[config.mk]
export PLATFORM = sky130hd
export DESIGN_NAME = ddr3_fsm
export DESIGN_NICKNAME = d
export VERILOG_FILES = /design/src/rtl/ddr3_fsm.sv
export SDC_FILE = /design/constraint.sdc
export NUM_CORES = 1
export LEC_CHECK = 0
export CAP_MARGIN = 0
export CORE_AREA = 2 2 174 91
export DETAILED_ROUTE_END_ITERATION = 6
export DIE_AREA = 0 0 176 93
export GPL_TIMING_DRIVEN = 0
export PLACE_DENSITY = 0.72
export SYNTH_ARGS = -nofsm -noshare
export SYNTH_HDL_FRONTEND = slang
export SYNTH_SLANG_ARGS = --single-unit
[constraint.sdc]
create_clock -name clock -period 3.3 [get_ports clock]
set_clock_uncertainty 0.05 [all_clocks]
set_input_delay 0.99 -clock clock [delete_from_list [all_inputs] [get_ports clock]]
set_output_delay 0.99 -clock clock [all_outputs]
set_load 0.005 [all_outputs]
[src/rtl/ddr3_fsm.sv]
// ddr3_fsm: row/bank management and refresh scheduler feeding the DDR3 DFI
// command stage. It tracks the open row of each of the 8 banks. It turns flat
// read/write requests into PRECHARGE / ACTIVATE / READ / WRITE sequences and
// inserts a PRECHARGE-ALL + REFRESH pair every REFRESH_CYCLES clocks.
// Device timing is enforced downstream; this block only orders commands.
//
// Ports:
//   clock, reset           rising-edge clock, synchronous active-high reset
//   enable_i               DRAM initialised; gates command issue and refresh timer
//   mem_req_i/mem_wrt_i    upstream request (held until mem_rdy_o) and direction
//   mem_pre_i              auto-precharge after this access
//   mem_addr_i             {row, bank, col}
//   mem_rdy_o              one-cycle pulse on the READ/WRIT transfer
//   request_o/accept_i     command handshake to the DFI stage
//   command_o              {CS#,RAS#,CAS#,WE#}; NOOP while request_o is low
//   autopre_o, bank_o, addr_o  command qualifiers
module ddr3_fsm #(
  parameter int DDR_ROW_BITS   = 15,
  parameter int DDR_COL_BITS   = 9,
  parameter int REFRESH_CYCLES = 780
) (
  input  logic                                   clock,
  input  logic                                   reset,
  input  logic                                   enable_i,
  input  logic                                   mem_req_i,
  input  logic                                   mem_wrt_i,
  input  logic                                   mem_pre_i,
  input  logic [DDR_ROW_BITS+3+DDR_COL_BITS-1:0] mem_addr_i,
  output logic                                   mem_rdy_o,
  output logic                                   request_o,
  output logic [3:0]                             command_o,
  output logic                                   autopre_o,
  input  logic                                   accept_i,
  output logic [2:0]                             bank_o,
  output logic [DDR_ROW_BITS-1:0]                addr_o
);

  localparam int DDR_BANK_BITS = 3;
  localparam int NUM_BANKS     = 1 << DDR_BANK_BITS;
  localparam int TIMER_BITS    = $clog2(REFRESH_CYCLES + 1);

  localparam logic [3:0] CMD_NOOP = 4'b0111;
  localparam logic [3:0] CMD_READ = 4'b0101;
  localparam logic [3:0] CMD_WRIT = 4'b0100;
  localparam logic [3:0] CMD_ACTV = 4'b0011;
  localparam logic [3:0] CMD_PREC = 4'b0010;
  localparam logic [3:0] CMD_REFR = 4'b0001;

  typedef enum logic [2:0] {
    ST_IDLE, ST_PREC, ST_ACTV, ST_RDWR, ST_PREA, ST_REFR
  } state_t;

  state_t state_q, state_d;

  // Request address fields.
  logic [DDR_ROW_BITS-1:0]  req_row;
  logic [DDR_BANK_BITS-1:0] req_bank;
  logic [DDR_COL_BITS-1:0]  req_col;
  assign req_row  = mem_addr_i[DDR_COL_BITS+DDR_BANK_BITS +: DDR_ROW_BITS];
  assign req_bank = mem_addr_i[DDR_COL_BITS +: DDR_BANK_BITS];
  assign req_col  = mem_addr_i[DDR_COL_BITS-1:0];

  // Per-bank open flag and open row.
  logic [NUM_BANKS-1:0]    open_q;
  logic [DDR_ROW_BITS-1:0] row_q [NUM_BANKS];
  logic                    any_open, row_hit;
  assign any_open = |open_q;
  assign row_hit  = open_q[req_bank] && (row_q[req_bank] == req_row);

  // Refresh timer.
  logic [TIMER_BITS-1:0] refr_cnt_q;
  logic                  refr_pend_q, refr_expire, refr_done;
  assign refr_expire = enable_i && (refr_cnt_q == TIMER_BITS'(REFRESH_CYCLES - 1));

  logic xfer;
  assign xfer = request_o && accept_i;

  logic open_set, open_clr_one, open_clr_all;

  // Next command register contents.
  logic                    req_d, autopre_d;
  logic [3:0]              cmd_d;
  logic [2:0]              bank_d;
  logic [DDR_ROW_BITS-1:0] addr_d;

  always_comb begin
    // NOTE: every signal gets a default first so no path leaves one unassigned,
    // which would otherwise infer a latch.
    state_d      = state_q;
    req_d        = request_o;
    cmd_d        = command_o;
    bank_d       = bank_o;
    addr_d       = addr_o;
    autopre_d    = autopre_o;
    open_set     = 1'b0;
    open_clr_one = 1'b0;
    open_clr_all = 1'b0;
    refr_done    = 1'b0;
    mem_rdy_o    = 1'b0;

    unique case (state_q)
      ST_IDLE: begin
        if (enable_i) begin
          if (refr_pend_q)    state_d = any_open ? ST_PREA : ST_REFR;
          else if (mem_req_i) state_d = row_hit ? ST_RDWR
                                      : (open_q[req_bank] ? ST_PREC : ST_ACTV);
        end
      end
      ST_PREC: if (xfer) begin
        open_clr_one = 1'b1;
        state_d      = enable_i ? ST_ACTV : ST_IDLE;
      end
      ST_ACTV: if (xfer) begin
        open_set = 1'b1;
        state_d  = enable_i ? ST_RDWR : ST_IDLE;
      end
      ST_RDWR: if (xfer) begin
        mem_rdy_o    = 1'b1;
        open_clr_one = mem_pre_i;
        state_d      = ST_IDLE;
      end
      ST_PREA: if (xfer) begin
        open_clr_all = 1'b1;
        state_d      = enable_i ? ST_REFR : ST_IDLE;
      end
      ST_REFR: if (xfer) begin
        refr_done = 1'b1;
        state_d   = ST_IDLE;
      end
      default: state_d = ST_IDLE;
    endcase

    // Command registers only reload on a state change. Leaving a command state
    // needs a transfer, so a stalled handshake keeps all fields frozen, and
    // the next command loads on the same edge as the transfer.
    if (state_d != state_q) begin
      req_d     = 1'b1;
      bank_d    = req_bank;
      addr_d    = '0;
      autopre_d = 1'b0;
      unique case (state_d)
        ST_PREC: cmd_d = CMD_PREC;
        ST_ACTV: begin
          cmd_d  = CMD_ACTV;
          addr_d = req_row;
        end
        ST_RDWR: begin
          cmd_d                      = mem_wrt_i ? CMD_WRIT : CMD_READ;
          addr_d[DDR_COL_BITS-1:0]   = req_col;
          addr_d[10]                 = mem_pre_i;
          autopre_d                  = mem_pre_i;
        end
        ST_PREA: begin
          cmd_d      = CMD_PREC;
          bank_d     = '0;
          addr_d[10] = 1'b1;
        end
        ST_REFR: begin
          cmd_d  = CMD_REFR;
          bank_d = '0;
        end
        default: begin
          req_d  = 1'b0;
          cmd_d  = CMD_NOOP;
          bank_d = '0;
        end
      endcase
    end
  end

  // NOTE: sequential state uses non-blocking assignments so every register
  // samples the pre-edge values regardless of statement order.
  always_ff @(posedge clock) begin
    if (reset) begin
      state_q   <= ST_IDLE;
      request_o <= 1'b0;
      command_o <= CMD_NOOP;
      bank_o    <= '0;
      addr_o    <= '0;
      autopre_o <= 1'b0;
    end else begin
      state_q   <= state_d;
      request_o <= req_d;
      command_o <= cmd_d;
      bank_o    <= bank_d;
      addr_o    <= addr_d;
      autopre_o <= autopre_d;
    end
  end

  always_ff @(posedge clock) begin
    if (reset)             open_q           <= '0;
    else if (open_clr_all) open_q           <= '0;
    else if (open_set)     open_q[req_bank] <= 1'b1;
    else if (open_clr_one) open_q[req_bank] <= 1'b0;
  end

  // NOTE: the row store is not reset; a row is only read while its open flag
  // is set, and the flag is written together with the row.
  always_ff @(posedge clock) begin
    if (open_set) row_q[req_bank] <= req_row;
  end

  // Timer holds at 0 while disabled. An expiry while a refresh is already
  // pending is absorbed by the OR.
  always_ff @(posedge clock) begin
    if (reset) begin
      refr_cnt_q  <= '0;
      refr_pend_q <= 1'b0;
    end else begin
      if (!enable_i || refr_expire) refr_cnt_q <= '0;
      else                          refr_cnt_q <= refr_cnt_q + TIMER_BITS'(1);
      refr_pend_q <= (refr_pend_q && !refr_done) || refr_expire;
    end
  end

endmodule

==> flow_summary_export.csv <==
group,metric,value,unit
setup_path,required,3.57,ns
sta,slew-limit-headroom,39.5,%
floorplanning,fp.dieW,176,um
cts,cts.htree.levels,4,
synth,synth_edf_count,120,
synth,synth-async-reset-ratio,0,%
synth,seq_area_frac_synth,62.1,%
finish,drive_above_1_share,19.5,%
power_and_ir_drop,seq_power_share,45.9,%
detailed_routing,ant_nets,0,
cts,cts_buffers,17,
placed_design,port_buffers,55,
floorplanning,design.core.area,0.0149,mm2
sta,timing.final.crit_share,98.8,%
sta,timing.fmax,307,MHz
power_and_ir_drop,p_sw_share,24.5,%
floorplanning,dieArea,0.0164,mm2
finish,multi_input_area,0.00264,mm2
placed_design,gp_congestion,0.903,
cts,cts_root_buf,"clkbuf_16",
floorplanning,die_h,93,um
finish,regArea,0.00450,mm2
power_and_ir_drop,p_leak,3.16,nW
power_and_ir_drop,p_switching,0.00121,W
global_routing,grt_pass1_vias,4983,
sta,setup_viol,0,
global_routing,grt_max_degree,18,
cts,clkSlewWorstSetupHoldPaths,0.07,ns
synth,yosysWarnings,0,
sta,hold_violations,0,
placed_design,dp_hpwl,13.1,mm
sta,worst_pin_slew,0.906,ns
cts,cts_tree,"done",
finish,fin_nets,669,
floorplanning,floorplan.initialDensity,48.6,%
setup_path,end_kind,"flop",
power_and_ir_drop,combPwrFrac,10.8,%
run,cap_violations,0,
finish,fin_util,60.4,%
synth,syn_area_per_cell,13.3,um2
finish,syn_to_final_growth,24.3,%
power_and_ir_drop,power_density,547,mW/mm2
min_path,hold_path.class,"flop to flop",
sta,maxSlewViolCount,0,
global_routing,grt_use_total,24.2,%
global_routing,grt_overflow,0,
synth,ys_seq_elements,165,
synth,yosysUniqueCellTypes,68,
detailed_routing,drt_wl_total,19.0,mm
cts,clkSinkCount,165,
synth,synth_cells,546,
synth,syn_nets,581,
power_and_ir_drop,ir_worst_vdd,0.000299,V
finish,n_antenna_cell,0,
placed_design,dpl.cell_count,811,
global_routing,grt_first_pass_wirelength,28.8,mm
finish,stdcell_count,851,
synth,synthFlopType,"edfxtp_1",
finish,fill_cells,1111,
sta,rsz0062_at_grt,"false",
detailed_routing,vias_per_cell,5.97,
sta,whs,0.404,ns
cts,insertion_delay,0.42,ns
detailed_routing,drtIter0Drc,646,
power_and_ir_drop,p_clk_share,43.3,%
outcome,status,"finished, final reports clean",
detailed_routing,drt-pass1-iter-count,5,
setup_path,cp_max_fo,10,
power_and_ir_drop,intPower,0.00373,W
detailed_routing,wire_per_inst,22.3,um
setup_path,cp-start-kind,"input pin",
setup_path,critPathKind,"input pin to flop",
setup_path,crit_arrival,3.53,ns
global_routing,antenna_found_initial,1,
detailed_routing,vias,5080,
detailed_routing,remaining_drc_errors,0,
floorplanning,rows,32,
cts,clk_path_buf_depth,2,
synth,syn_area,0.00726,mm2
floorplanning,io_pins,59,
sta,finalCriticalPeriod,3.26,ns
[synth_stat cells, types with 4 or more instances]
cell	instances	area, um2
mux2i_1	43	430
clkbuf_1	11	41.3
xnor2_1	9	78.8
a22oi_1	11	82.6
nor3_1	12	60.1
a31o_1	5	43.8
a211oi_1	5	37.5
nand2b_1	4	25.0
and3_1	5	31.3
a21oi_1	15	75.1
nand4_1	10	62.6
inv_1	12	45.0
buf_4	5	37.5
mux4_2	12	270
dfxtp_1	45	901
edfxtp_1	120	3600
or3_1	7	43.8
nor2b_1	12	75.1
nand3b_1	5	37.5
xor2_1	6	52.6
nor2_1	32	120
o21ai_1	12	60.1
buf_2	6	30.0
buf_6	5	56.3
nor4_1	10	62.6
o21ai_0	9	45.0
a22o_1	4	35.0
nand2_1	39	146
nand3_1	11	55.1
mux2_2	9	101
[cell families (layout without fill, tap and decap cells)]
kind of cell / count (synthesis) / after routing / synth area share (%)
multiplexers: 68 / 68 / 12.0
buffers and inverters: 41 / 142 / 3.05
AO/OA/AOI/OAI: 88 / 88 / 8.50
flip-flops: 165 / 165 / 62.1
adder cells (fa/ha/maj): 1 / 1 / 0.172
AND/OR/NAND/NOR: 167 / 167 / 12.4
other: 1 / 1 / 0.0517
XOR/XNOR: 15 / 15 / 1.81
[per-layer routing]
| layer | share of wire, % | track usage (%) |
|---|---|---|
| met2 | 43 | 36.0 |
| met4 | 1.3 | 7.23 |
| met3 | 10 | 5.77 |
| met5 | 0 | 0 |
| met1 | 45 | 35.4 |
[path summary, 6_finish.rpt]
kind | endpoint | from | depth (start not counted) | slack (ns)
setup / recovery | request_o | mem_addr_i[11] | 11 | 0.04
hold / removal | addr_o[3] | addr_o[3] | 2 | 0.40
setup reg to reg | row_q[0][13] | state_q[2] | 5 | 0.41
hold reg to reg | addr_o[3] | addr_o[3] | 2 | 0.40
[critical path: stages]
cell and delay, ns:
buf_6 0.12, buf_6 0.15, mux2i_1 0.13, a22o_1 0.27, o31a_1 0.28, nor4_4 0.35
and4_4 0.32, a31oi_4 0.10, buf_6 0.16, mux2_4 0.35, mux2_4 0.30
[power by group through the flow]
stage	Sequential (W)	Clock (W)	Combinational, W
2_1_floorplan	0.00231	0	0.000282
3_3_place_gp	0.00231	0	0.000465
3_5_place_dp	0.00231	0	0.000481
4_1_cts	0.00227	0.00215	0.000517
5_1_grt	0.00227	0.00223	0.000567
6_report	0.00227	0.00214	0.000532
[state kept, by name, indices dropped and copies added, names as in the netlist, named ones only]
register / cells
autopre_o: 1
addr_o: 15
command_o: 3
request_o: 1
refr_pend_q: 1
state_q: 3
row_q: 120
bank_o: 3
refr_cnt_q: 10
[repair_timing]
action                                  CTS  global route
gates resized for setup                  28            11
gates cloned                              1             1
setup buffers                             7             1
pin swaps                                 8             3
endpoints found under the setup margin   26            23
hold buffers                              0             0
[cell usage in the layout (no fill, tap or decap), types with 5 or more instances in the layout]
cell type        count
nand4_1             10
xor2_1               6
inv_8                5
and3_1               5
mux4_2              12
nor3_1               7
nor2b_1             11
a31o_1               5
xnor2_1              9
buf_6               12
buf_4               13
nand2_1             36
or3_1                7
inv_1               12
edfxtp_1           120
nand3b_1             5
clkbuf_16           17
mux2i_1             43
mux2_2               9
a21oi_1             15
nor4_1               7
o21ai_1             11
nor2_1              31
o21ai_0              9
clkdlybuf4s50_1     49
nand3_1             11
a22oi_1             11
clkbuf_1             8
dfxtp_1             45
inv_6                5
[cell type report]
class	instances	area share (%)
Sequential cell	165	49.9
Multi-Input combinational cell	340	29.3
Timing Repair Buffer	71	7.99
Clock buffer	17	4.71
Tap cell	204	2.83
Buffer	27	2.48
Clock inverter	15	2.27
Inverter	12	0.499
[through the flow]
| step | area, um2 | total power, W | setup TNS (ns) | worst slack (ns) |
|---|---|---|---|---|
| final | 9020 | 0.00493 | 0 | 0.0404 |
| after CTS | 8990 | 0.00493 | 0 | 0.0158 |
| after floorplan | 7310 | 0.00259 | -0.0408 | -0.0408 |
| after detailed placement | 8210 | 0.00279 | -52.66 | -1.31 |
| after global placement | 8120 | 0.00278 | -125.82 | -1.77 |
| after global routing | 9020 | 0.00506 | 0 | 0.000384 |
Power figures use the tool's default switching activity.
